## config.mk

```make
export PLATFORM = sky130hd
export DESIGN_NAME = xnor_dot_seq
export DESIGN_NICKNAME = d
export VERILOG_FILES = /design/src/rtl/bmac_pkg.sv /design/src/rtl/xnor_pop_lut.sv /design/src/rtl/xnor_dot_seq.sv
export SDC_FILE = /design/constraint.sdc
export NUM_CORES = 1
export LEC_CHECK = 0
export ABC_AREA = 1
export CAP_MARGIN = 40
export CELL_PAD_IN_SITES_DETAIL_PLACEMENT = 1
export CELL_PAD_IN_SITES_GLOBAL_PLACEMENT = 2
export CORE_MARGIN = 3
export CORE_UTILIZATION = 32
export CTS_CLUSTER_SIZE = 12
export DETAILED_ROUTE_END_ITERATION = 7
export PLACE_DENSITY = 0.86
export SLEW_MARGIN = 20
export SYNTH_ARGS = -nofsm -noshare
export SYNTH_HDL_FRONTEND = slang
export SYNTH_HIERARCHICAL = 1
export SYNTH_SLANG_ARGS = --single-unit
export TNS_END_PERCENT = 20
```

## constraint.sdc

```tcl
create_clock -name clk -period 9.9 [get_ports clk]
set_input_delay 1.98 -clock clk [delete_from_list [all_inputs] [get_ports clk]]
set_output_delay 1.98 -clock clk [all_outputs]
set_load 0.03 [all_outputs]
```

## src/rtl/bmac_pkg.sv

```systemverilog
// Shared types and helpers for the BMAC binary dot-product datapath.
// Saturating add is width-generic so any accumulator width up to 63 bits can share it.
package bmac_pkg;

    localparam int BYTE_W = 8;
    localparam int LUT_W  = 5;

    typedef enum logic [1:0] {
        IDLE,
        RUN,
        OUT
    } state_t;

    function automatic logic signed [63:0] sat_add(
        input logic signed [63:0] acc,
        input logic signed [63:0] delta,
        input int                 acc_w
    );
        logic signed [63:0] sum;
        logic signed [63:0] max_v;
        logic signed [63:0] min_v;
        sum   = acc + delta;
        max_v = (64'sd1 <<< (acc_w - 1)) - 64'sd1;
        min_v = -(64'sd1 <<< (acc_w - 1));
        if (sum > max_v) begin
            sat_add = max_v;
        end else if (sum < min_v) begin
            sat_add = min_v;
        end else begin
            sat_add = sum;
        end
    endfunction

endpackage

```

## src/rtl/xnor_pop_lut.sv

```systemverilog
// Byte lookup: maps an XNORed byte to its signed contribution 2*popcount-8.
// 5-bit modular arithmetic keeps 8'hFF at +8 without needing a wider temporary.
module xnor_pop_lut
    import bmac_pkg::*;
(
    input  logic        [BYTE_W-1:0] byte_in,
    output logic signed [LUT_W-1:0]  val_out
);

    logic [3:0] pop;

    always_comb begin
        pop = '0;
        for (int i = 0; i < BYTE_W; i++) begin
            pop = pop + {3'b000, byte_in[i]};
        end
        val_out = $signed({pop, 1'b0}) - 5'sd8;
    end

endmodule

```

## src/rtl/xnor_dot_seq.sv

```systemverilog
// XNOR-popcount dot-product sequencer: accepts a word, walks it LUTS bytes per beat,
// accumulates with saturation and emits one sum per vector after the 'last' word.
module xnor_dot_seq
    import bmac_pkg::*;
#(
    parameter int WORD_W = 64,
    parameter int LUTS   = 2,
    parameter int ACC_W  = 16
) (
    input  logic                    clk,
    input  logic                    rst,
    input  logic                    clr,
    input  logic                    in_valid,
    output logic                    in_ready,
    input  logic [WORD_W-1:0]       act,
    input  logic [WORD_W-1:0]       wgt,
    input  logic                    in_last,
    output logic                    out_valid,
    input  logic                    out_ready,
    output logic signed [ACC_W-1:0] out_sum,
    output logic                    busy
);

    localparam int GRP_W  = BYTE_W * LUTS;
    localparam int BEATS  = WORD_W / GRP_W;
    localparam int BEAT_W = (BEATS > 1) ? $clog2(BEATS) : 1;

    state_t                    state_q, state_d;
    logic [WORD_W-1:0]         x_q, x_d;
    logic                      last_q, last_d;
    logic [BEAT_W-1:0]         beat_q, beat_d;
    logic signed [ACC_W-1:0]   acc_q, acc_d;
    logic signed [ACC_W-1:0]   out_sum_q, out_sum_d;
    logic                      out_valid_q, out_valid_d;
    logic                      in_ready_q, in_ready_d;
    logic                      busy_q, busy_d;

    logic [GRP_W-1:0]          grp;
    logic signed [LUT_W-1:0]   lane_val [LUTS];
    logic signed [ACC_W:0]     lane_sum;
    logic signed [ACC_W-1:0]   acc_sat;

    always_comb begin
        grp = '0;
        for (int b = 0; b < BEATS; b++) begin
            if (beat_q == BEAT_W'(b)) begin
                grp = x_q[b*GRP_W +: GRP_W];
            end
        end
    end

    for (genvar g = 0; g < LUTS; g++) begin : g_lut
        xnor_pop_lut u_lut (
            .byte_in (grp[g*BYTE_W +: BYTE_W]),
            .val_out (lane_val[g])
        );
    end

    always_comb begin
        lane_sum = '0;
        for (int i = 0; i < LUTS; i++) begin
            lane_sum = lane_sum + {{(ACC_W + 1 - LUT_W){lane_val[i][LUT_W-1]}}, lane_val[i]};
        end
        acc_sat = ACC_W'(sat_add(64'(acc_q), 64'(lane_sum), ACC_W));
    end

    always_comb begin
        state_d     = state_q;
        x_d         = x_q;
        last_d      = last_q;
        beat_d      = beat_q;
        acc_d       = acc_q;
        out_sum_d   = out_sum_q;
        out_valid_d = out_valid_q;

        // clr outranks every handshake, including an input offered this cycle
        if (clr) begin
            state_d     = IDLE;
            beat_d      = '0;
            acc_d       = '0;
            out_sum_d   = '0;
            out_valid_d = 1'b0;
        end else begin
            case (state_q)
                IDLE: begin
                    if (in_valid && in_ready_q) begin
                        x_d     = ~(act ^ wgt);
                        last_d  = in_last;
                        beat_d  = '0;
                        state_d = RUN;
                    end
                end
                RUN: begin
                    acc_d = acc_sat;
                    if (beat_q == BEAT_W'(BEATS - 1)) begin
                        if (last_q) begin
                            state_d     = OUT;
                            out_sum_d   = acc_sat;
                            out_valid_d = 1'b1;
                        end else begin
                            state_d = IDLE;
                        end
                    end else begin
                        beat_d = beat_q + BEAT_W'(1);
                    end
                end
                OUT: begin
                    if (out_ready) begin
                        out_valid_d = 1'b0;
                        acc_d       = '0;
                        state_d     = IDLE;
                    end
                end
                default: begin
                    state_d = IDLE;
                end
            endcase
        end

        in_ready_d = (state_d == IDLE);
        busy_d     = (state_d != IDLE);
    end

    always_ff @(posedge clk or posedge rst) begin
        if (rst) begin
            state_q     <= IDLE;
            x_q         <= '0;
            last_q      <= 1'b0;
            beat_q      <= '0;
            acc_q       <= '0;
            out_sum_q   <= '0;
            out_valid_q <= 1'b0;
            in_ready_q  <= 1'b1;
            busy_q      <= 1'b0;
        end else begin
            state_q     <= state_d;
            x_q         <= x_d;
            last_q      <= last_d;
            beat_q      <= beat_d;
            acc_q       <= acc_d;
            out_sum_q   <= out_sum_d;
            out_valid_q <= out_valid_d;
            in_ready_q  <= in_ready_d;
            busy_q      <= busy_d;
        end
    end

    assign in_ready  = in_ready_q;
    assign out_valid = out_valid_q;
    assign out_sum   = out_sum_q;
    assign busy      = busy_q;

endmodule

```

-- Yosys cells after proc, flatten, opt, wreduce, memory -nomap -nowiden
Index checks and enable logic that the tools add are counted.
- register bits: 104
- output and inout port bits: 19
- add/subtract/negate cells: 19
- order comparisons: 2
- equality and inequality tests: 10
- multiplexer cells: 28
- bitwise operators: 3
- reductions and logical operators: 15
- operators with widths (operator ; number):
    two-way mux 16 bit ; 12
    inverter 64 bit ; 1
    bitwise XOR 64 bit ; 1
    adder 4 x 1 -> 4 bit ; 12
    one-hot mux 16 bit (2 select lines) ; 1
    adder 16 x 6 -> 17 bit ; 1
    > comparator 17 x 16 -> 1 bit (second input constant) ; 1
    less-than comparator 17 x 16 -> 1 bit (second input constant) ; 1
    two-way mux 2 bit ; 8
    != test 3 bit (second input constant) ; 5
    subtractor 5 bit (second input constant) ; 2
    AND reduction 3 bit ; 3
    nonzero test 2 bit ; 4
    adder 5 x 5 -> 6 bit ; 1
    == test 2 bit (second input constant) ; 3
    logical NOT 2 bit ; 3
    one-hot mux 2 bit (3 select lines) ; 1
    nonzero test 3 bit ; 2
    adder 1 x 1 -> 2 bit ; 2
    == test 2 x 1 -> 1 bit (second input constant) ; 2
    two-way mux 1 bit ; 4
    one-hot mux 2 bit (2 select lines) ; 1
    AND reduction 4 bit ; 1
    adder 2 x 1 -> 2 bit (second input constant) ; 1
    other kinds (4) ; 4

-- Longest topological paths before layout
Gate-level depths: netlist of the first run.
- word-level depth: 22
- gate-level depth with buffers: 35
- depth with buffers taken out: 33

-- Modules after synthesis
Netlist of the first run, hierarchy kept.
- by module, submodules not included (module ; instances ; cells each ; area each (sq um)):
    xnor_dot_seq ; 1 ; 779 ; 6347.3
    xnor_pop_lut ; 2 ; 31 ; 220.2

-- Worst setup path after synthesis of the first run
Ideal clock, no wire load.
- path kind: register -> register
- start point: register beat_q[1]
- end point: register out_sum_q[2] (netlist: out_sum[2])
- setup time: 0.117 ns
- data arrival time: 6.071 ns
- setup slack: 3.712 ns
- stages on the path, launching flop included: 33
- buffers on the path: 2
- clock period less this slack: 6.188 ns
- path through: dfrtp_1 inv_1 ha_1 clkinv_1 clkbuf_1 o21ai_0 o211ai_1 a22oi_1 inv_1 fa_1 fa_1 fa_1 fa_1 inv_1 nand3_1 nand2_1 inv_1 fa_1 inv_1 ha_1 nand2_1 inv_1 nand2_1 nand2_1 a21oi_1 nand3_1 nand2_2 nand3_4 buf_4 nand2_1 nand2_2 nand2_1 nand2_1
- RTL lines (item ; RTL line ; text):
    start: declaration ; xnor_dot_seq.sv:31 ; logic [BEAT_W-1:0] beat_q, beat_d;
    start signal: assignment ; xnor_dot_seq.sv:139 ; beat_q <= beat_d;
    end signal: assignment ; xnor_dot_seq.sv:141 ; out_sum_q <= out_sum_d;
    end: declaration ; xnor_dot_seq.sv:33 ; logic signed [ACC_W-1:0] out_sum_q, out_sum_d;

==> impl_metrics.csv, run 1 <==
group,metric,value,unit
logic_synthesis,synth_area,0.00679,mm²
logic_synthesis,avgSynthCellArea,8.07,µm²
timing,fin_crit,7.69,ns
timing,tightest_slew,0.753,ns
worst_hold_path,hp-class,"register to register",
route,drt_iter0_markers,188,
timing,rsz0062_at_grt,"no",
setup_path,max_stage_delay,0.57,ns
setup_path,critical_path_class,"register to register",
setup_path,r2r_start,"beat_q[1]$_DFFE_PP0P_",
route,drc,0,
setup_path,critPathLaunchType,"register",
setup_path,required,10.21,ns
clock_tree,cts_hold_buf,0,
timing,slew_viol_final,0,
floorplan,dieWidth,152,µm
placed_design,dp.final_hpwl,15.2,mm
global_routing,grt_usage,0.175,
logic_synthesis,synth.distinct_cells,36,
setup_path,cpMostUsedCell,"inv_1",
flow_run,cap_violations,0,
layout,fin_nets,1165,
logic_synthesis,async_flop_share,1.00,
logic_synthesis,ys_seq_area_frac,0.384,
route,wire_per_inst,15.2,µm
global_routing,grt_max_degree,98,
timing,final-setup-viol-count,0,
timing,hold_ws,0.485,ns
clock_tree,clock-root-buffer,"clkbuf_16",
timing,clock.fmax,130,MHz
timing,setup_tns,0,ns
worst_hold_path,min_delay_path_depth,2,
global_routing,grt_pass1_wl,31.6,mm
setup_path,reg2reg_to,"out_sum[12]$_DFFE_PP0P_",
floorplan,die_h,152,µm
setup_path,crit_slowest_cell,"clkinv_1",
global_routing,overflow,0,
setup_path,regToRegSetupSlack,2.21,ns
logic_synthesis,yosys_most_used_dff,"dfrtp_1",
route,vias,5791,
clock_tree,clk_pin_slew,0.09,ns
setup_path,cp-end-kind,"register",
logic_synthesis,synth_warnings,6,
placed_design,portBuffers,152,
clock_tree,clockBufferDepth,2,
timing,fin_crit_sh,0.777,
timing,hold_violations,0,
clock_tree,cts_sinks,104,
timing,skew,0.0126,ns
status,status,"complete, no violations",
floorplan,io_pins,153,
setup_path,cp_max_fo,26,
global_routing,antenna_found_initial,0,
floorplan,placementRows,52,
clock_tree,numCtsBuffers,9,
worst_hold_path,min_from,"out_sum[0]$_DFFE_PP0P_",
clock_tree,cts_tree,"yes",
layout,drive_gt1_frac,0.0538,
timing,slew_headroom,0.497,
layout,antenna_cells,0,
logic_synthesis,synth_fp_nets,1025,
route,detail_route.first_pass.iterations,4,
logic_synthesis,synth-seq-cells,104,
floorplan,start_util,0.330,
logic_synthesis,synthCells,841,
clock_tree,cts_setup_buffers,0,
floorplan,coreArea,0.0206,mm²
logic_synthesis,synth_edf_count,0,
worst_hold_path,hold_end,"out_sum[0]$_DFFE_PP0P_",
setup_path,critPathArrivalTime,8.00,ns
route,finalWirelength,19.1,mm
route,viasPerCell,4.61,
clock_tree,clock_latency,0.37,ns
setup_path,reg2reg_depth,29,
clock_tree,post_cts_resize_count,0,
clock_tree,htreeDepth,3,
route,antenna_left,0,
layout,syn2layout_area_growth,31.7,%
placed_design,gp_congestion,0.807,
floorplan,die_area,0.0230,mm²
global_routing,grt_pass1_vias,6303,
[worst max path at each step]
stage,to,slack [ns],depth (start not counted),startpoint
floorplan,out_sum[2]$_DFFE_PP0P_,3.71,32,beat_q[1]$_DFFE_PP0P_
global placement,acc_q[14]$_DFFE_PP0P_,2.33,29,beat_q[1]$_DFFE_PP0P_
detailed placement,acc_q[11]$_DFFE_PP0P_,2.15,27,beat_q[1]$_DFFE_PP0P_
CTS,acc_q[11]$_DFFE_PP0P_,2.11,27,beat_q[1]$_DFFE_PP0P_
global route,out_sum[13]$_DFFE_PP0P_,1.50,27,beat_q[1]$_DFFE_PP0P_
finish,out_sum[12]$_DFFE_PP0P_,2.21,29,beat_q[1]$_DFFE_PP0P_
[flip-flops by register name (all words and copies together), names as in the netlist]
signal,flops
busy,1
x_q,64
out_valid,1
out_sum,16
acc_q,16
state_q,2
last_q,1
in_ready,1
beat_q,2
[cell families after synthesis]
group                      share of synthesized area
AOI/OAI and AO/OA                              0.116
DFF                                            0.384
adders and majority gates                      0.120
and+or+nand+nor                                0.192
xor gates and xnor gates                      0.0994
other                                        0.00111
buffers and inverters                         0.0868
muxes                                        0.00166
[cell usage after synthesis, drive strengths merged (2+ instances only)]
| master | number | area share |
|---|---|---|
| conb | 2 | 0.0011 |
| ha | 25 | 0.046 |
| xnor2 | 35 | 0.045 |
| inv | 117 | 0.065 |
| a21oi | 61 | 0.046 |
| xor2 | 42 | 0.054 |
| dfrtp | 103 | 0.38 |
| nor3 | 3 | 0.0029 |
| nand3 | 24 | 0.020 |
| nand2 | 233 | 0.14 |
| nor2 | 52 | 0.030 |
| a22oi | 13 | 0.014 |
| clkbuf | 22 | 0.012 |
| o31ai | 3 | 0.0033 |
| fa | 25 | 0.074 |
| buf | 9 | 0.0094 |
| o21ai | 54 | 0.040 |
| o211ai | 8 | 0.0088 |
[layout make-up]
class	instances	area, µm²
clock buffers	9	225
clock inverters	7	95.1
fillers	2477	11600
inverters	118	445
multi-input cells	588	3600
flip-flops and latches	104	2600
well taps	270	338
repair buffers	160	1630
[layout by cell type (no fill, tap or decap), types with 3 or more instances in the layout]
cell	count
nand2_1	216
clkdlybuf4s50_1	152
inv_1	116
dfrtp_1	103
a21oi_1	59
o21ai_0	54
nor2_1	49
xor2_1	42
xnor2_1	35
fa_1	25
ha_1	25
nand3_1	22
nand2_2	17
a22oi_1	13
clkbuf_16	9
o211ai_1	8
buf_4	4
o31ai_1	3
nor2_2	3
[metal layers]
metal	global-route usage	vias to the layer above	wire length (µm)
met5	0	-	0
met4	0.0296	0	164
met3	0.0360	8	614
met2	0.307	97	9730
met1	0.226	2795	8620
li1	-	2891	-
[worst max-delay path: cells and delay by family, from the launching register on]
| family | cells | cell delay (ns) |
|---|---|---|
| AO/OA/AOI/OAI | 3 | 0.81 |
| flip-flops | 1 | 0.41 |
| AND/OR/NAND/NOR | 11 | 2.06 |
| buffers and inverters | 8 | 1.25 |
| adder cells (fa/ha/maj) | 7 | 3.10 |
[per-stage QoR]
stage	cells	instance area (µm²)	utilization	worst slack, ns
3_5_place_dp	1238	8580	0.417	2.15
2_1_floorplan	841	6790	-	3.71
4_1_cts	1254	8900	0.433	2.11
6_report	1256	8940	0.435	2.21
5_1_grt	1256	8940	0.435	1.50
3_3_place_gp	1236	8540	0.415	2.33
Power of run 1 is not shown: default switching activity piles up to over one toggle a cycle in this logic, so the estimate is an artifact.
==> run 2, diff against run 1 <==
--- a/config.mk
+++ b/config.mk
@@ -10,10 +10,10 @@
 export CELL_PAD_IN_SITES_DETAIL_PLACEMENT = 1
 export CELL_PAD_IN_SITES_GLOBAL_PLACEMENT = 2
 export CORE_MARGIN = 3
-export CORE_UTILIZATION = 32
+export CORE_UTILIZATION = 27
 export CTS_CLUSTER_SIZE = 12
 export DETAILED_ROUTE_END_ITERATION = 7
-export PLACE_DENSITY = 0.86
+export PLACE_DENSITY = 0.77
 export SLEW_MARGIN = 20
 export SYNTH_ARGS = -nofsm -noshare
 export SYNTH_HDL_FRONTEND = slang
==> constraint.sdc (replaced) <==
create_clock -name clk -period 6.3 [get_ports clk]
set_input_delay 1.26 -clock clk [delete_from_list [all_inputs] [get_ports clk]]
set_output_delay 1.26 -clock clk [all_outputs]
set_load 0.03 [all_outputs]
==> run 2 against run 1 <==
Wire length is 2.7% higher. Hold slack worse by 0.0050 ns. Global-route usage is 2.8 points lower. Setup slack worse by 1.9 ns. Non-clock buffer count is 14 higher. Flip-flop and latch count stayed put. First-iteration DRC count stayed put. Register-to-register slack worse by 1.9 ns. Design area is 2.1% higher. Critical path depth is 1 higher. Critical endpoint is now acc_q[0]$_DFFE_PP0P_.
==> impl_metrics.csv, run 2 (same netlist as run 1, synthesis figures left out) <==
group,metric,value,unit
floorplan,die_h,165,µm
timing,clock.fmax,168,MHz
floorplan,placementRows,57,
layout,fin_area,0.00913,mm²
setup_path,critPathArrivalTime,6.19,ns
placed_design,portBuffers,152,
global_routing,grt_pass1_vias,6035,
setup_path,required,6.55,ns
route,finalWirelength,19.7,mm
timing,fin_crit_sh,0.944,
timing,hold_violations,0,
timing,skew,0.0109,ns
status,status,"complete, no violations",
setup_path,critical_path_class,"register to register",
clock_tree,numCtsBuffers,9,
setup_path,cpMostUsedCell,"inv_1",
worst_hold_path,hp-class,"register to register",
layout,drive_gt1_frac,0.0808,
setup_path,critPathLaunchType,"register",
floorplan,die_area,0.0271,mm²
global_routing,overflow,0,
layout,finish.utilization,0.372,
clock_tree,clock_latency,0.36,ns
timing,slew_headroom,0.554,
clock_tree,clock-root-buffer,"clkbuf_16",
floorplan,io_pins,153,
timing,fin_crit,5.95,ns
global_routing,antenna_found_initial,0,
clock_tree,cts_sinks,104,
clock_tree,clockBufferDepth,2,
global_routing,grt_max_degree,70,
timing,slew_viol_final,0,
floorplan,coreArea,0.0245,mm²
layout,antenna_cells,0,
setup_path,crit_slowest_cell,"fa_1",
flow_run,cap_violations,0,
layout,largest_reg_flops,64,
global_routing,grt_usage,0.147,
global_routing,grt_pass1_wl,31.2,mm
layout,syn2layout_area_growth,34.5,%
setup_path,cp_max_fo,8,
layout,final_cell_mix,"nand2_1 (215), clkdlybuf4s50_1 (152), inv_1 (116)",
clock_tree,clk_pin_slew,0.07,ns
route,viasPerCell,4.40,
layout,fin_nets,1181,
floorplan,dieWidth,165,µm
route,vias,5833,
clock_tree,cts_tree,"yes",
layout,final_common_cell,"nand2_1",
placed_design,dp.final_hpwl,15.6,mm
layout,top_register,"x_q",
floorplan,start_util,0.277,
route,antenna_left,0,
timing,tightest_slew,0.668,ns
setup_path,max_stage_delay,0.56,ns
placed_design,placed_area,0.00870,mm²
route,detail_route.first_pass.iterations,4,
route,drc,0,
placed_design,gp_congestion,0.851,
clock_tree,htreeDepth,3,
setup_path,cp-end-kind,"register",
route,drt_iter0_markers,188,
timing,final-setup-viol-count,0,
route,wire_per_inst,14.8,µm
## run 2: critical path, delay by kind of cell (launching register included)
kind / cells / cell delay [ns]
and+or+nand+nor: 12 / 1.26
buffers and inverters: 7 / 0.62
AOI/OAI and AO/OA: 4 / 0.61
adders and majority gates: 7 / 2.93
DFF: 1 / 0.41
## run 2: path summary, 6_finish.rpt
path / from / slack (ns) / to / depth (start not counted)
worst max-delay path: beat_q[0]$_DFFE_PP0P_ / 0.35 / acc_q[0]$_DFFE_PP0P_ / 30
worst min-delay path: out_sum[6]$_DFFE_PP0P_ / 0.48 / out_sum[6]$_DFFE_PP0P_ / 2
worst max register to register: beat_q[0]$_DFFE_PP0P_ / 0.35 / acc_q[0]$_DFFE_PP0P_ / 30
worst min register to register: out_sum[6]$_DFFE_PP0P_ / 0.48 / out_sum[6]$_DFFE_PP0P_ / 2
max in group asynchronous: rst / 4.04 / x_q[40]$_DFFE_PP0P_ / 4
min in group asynchronous: rst / 1.12 / out_sum[14]$_DFFE_PP0P_ / 2
## run 2: per-stage QoR
stage          hold WS [ns]  setup TNS (ns)  cells  worst slack [ns]
2_1_floorplan         0.449               0    841             0.112
3_3_place_gp          0.463               0   1303             0.167
3_5_place_dp          0.466               0   1303            0.0259
4_1_cts               0.486               0   1319           0.00484
5_1_grt               0.502         -0.0836   1326           -0.0310
6_report              0.480               0   1326             0.352
## run 2: cell type report
cell class | instances | area (µm²)
Fill cell | 2973 | 15400
Multi-Input combinational cell | 589 | 3650
Sequential cell | 104 | 2600
Timing Repair Buffer | 174 | 1720
Inverter | 118 | 449
Tap cell | 324 | 405
Clock buffer | 10 | 239
Clock inverter | 6 | 57.6
Timing Repair inverter | 1 | 7.51
## run 2: repair_timing
action | CTS | global route
gates resized for setup | 0 | 17
endpoints found under the setup margin | 0 | 30
hold buffers | 0 | 0
buffers inserted | 0 | 3
## run 2: routing by layer
layer / wire length [µm] / track usage
met1: 8480 / 0.183
met2: 10200 / 0.264
met4: 197 / 0.0343
met3: 740 / 0.0263
met5: 0 / 0
Power of run 2 is left out for the same reason.
==> run 3, diff against run 2 <==
--- a/config.mk
+++ b/config.mk
@@ -6,6 +6,7 @@
 export NUM_CORES = 1
 export LEC_CHECK = 0
 export ABC_AREA = 1
+export ABC_CLOCK_PERIOD_IN_PS = 6300
 export CAP_MARGIN = 40
 export CELL_PAD_IN_SITES_DETAIL_PLACEMENT = 1
 export CELL_PAD_IN_SITES_GLOBAL_PLACEMENT = 2
==> results of run 3 <==
The final DEF is identical to that of run 2; final timing and power are the same.
Power of run 3 is left out for the same reason.
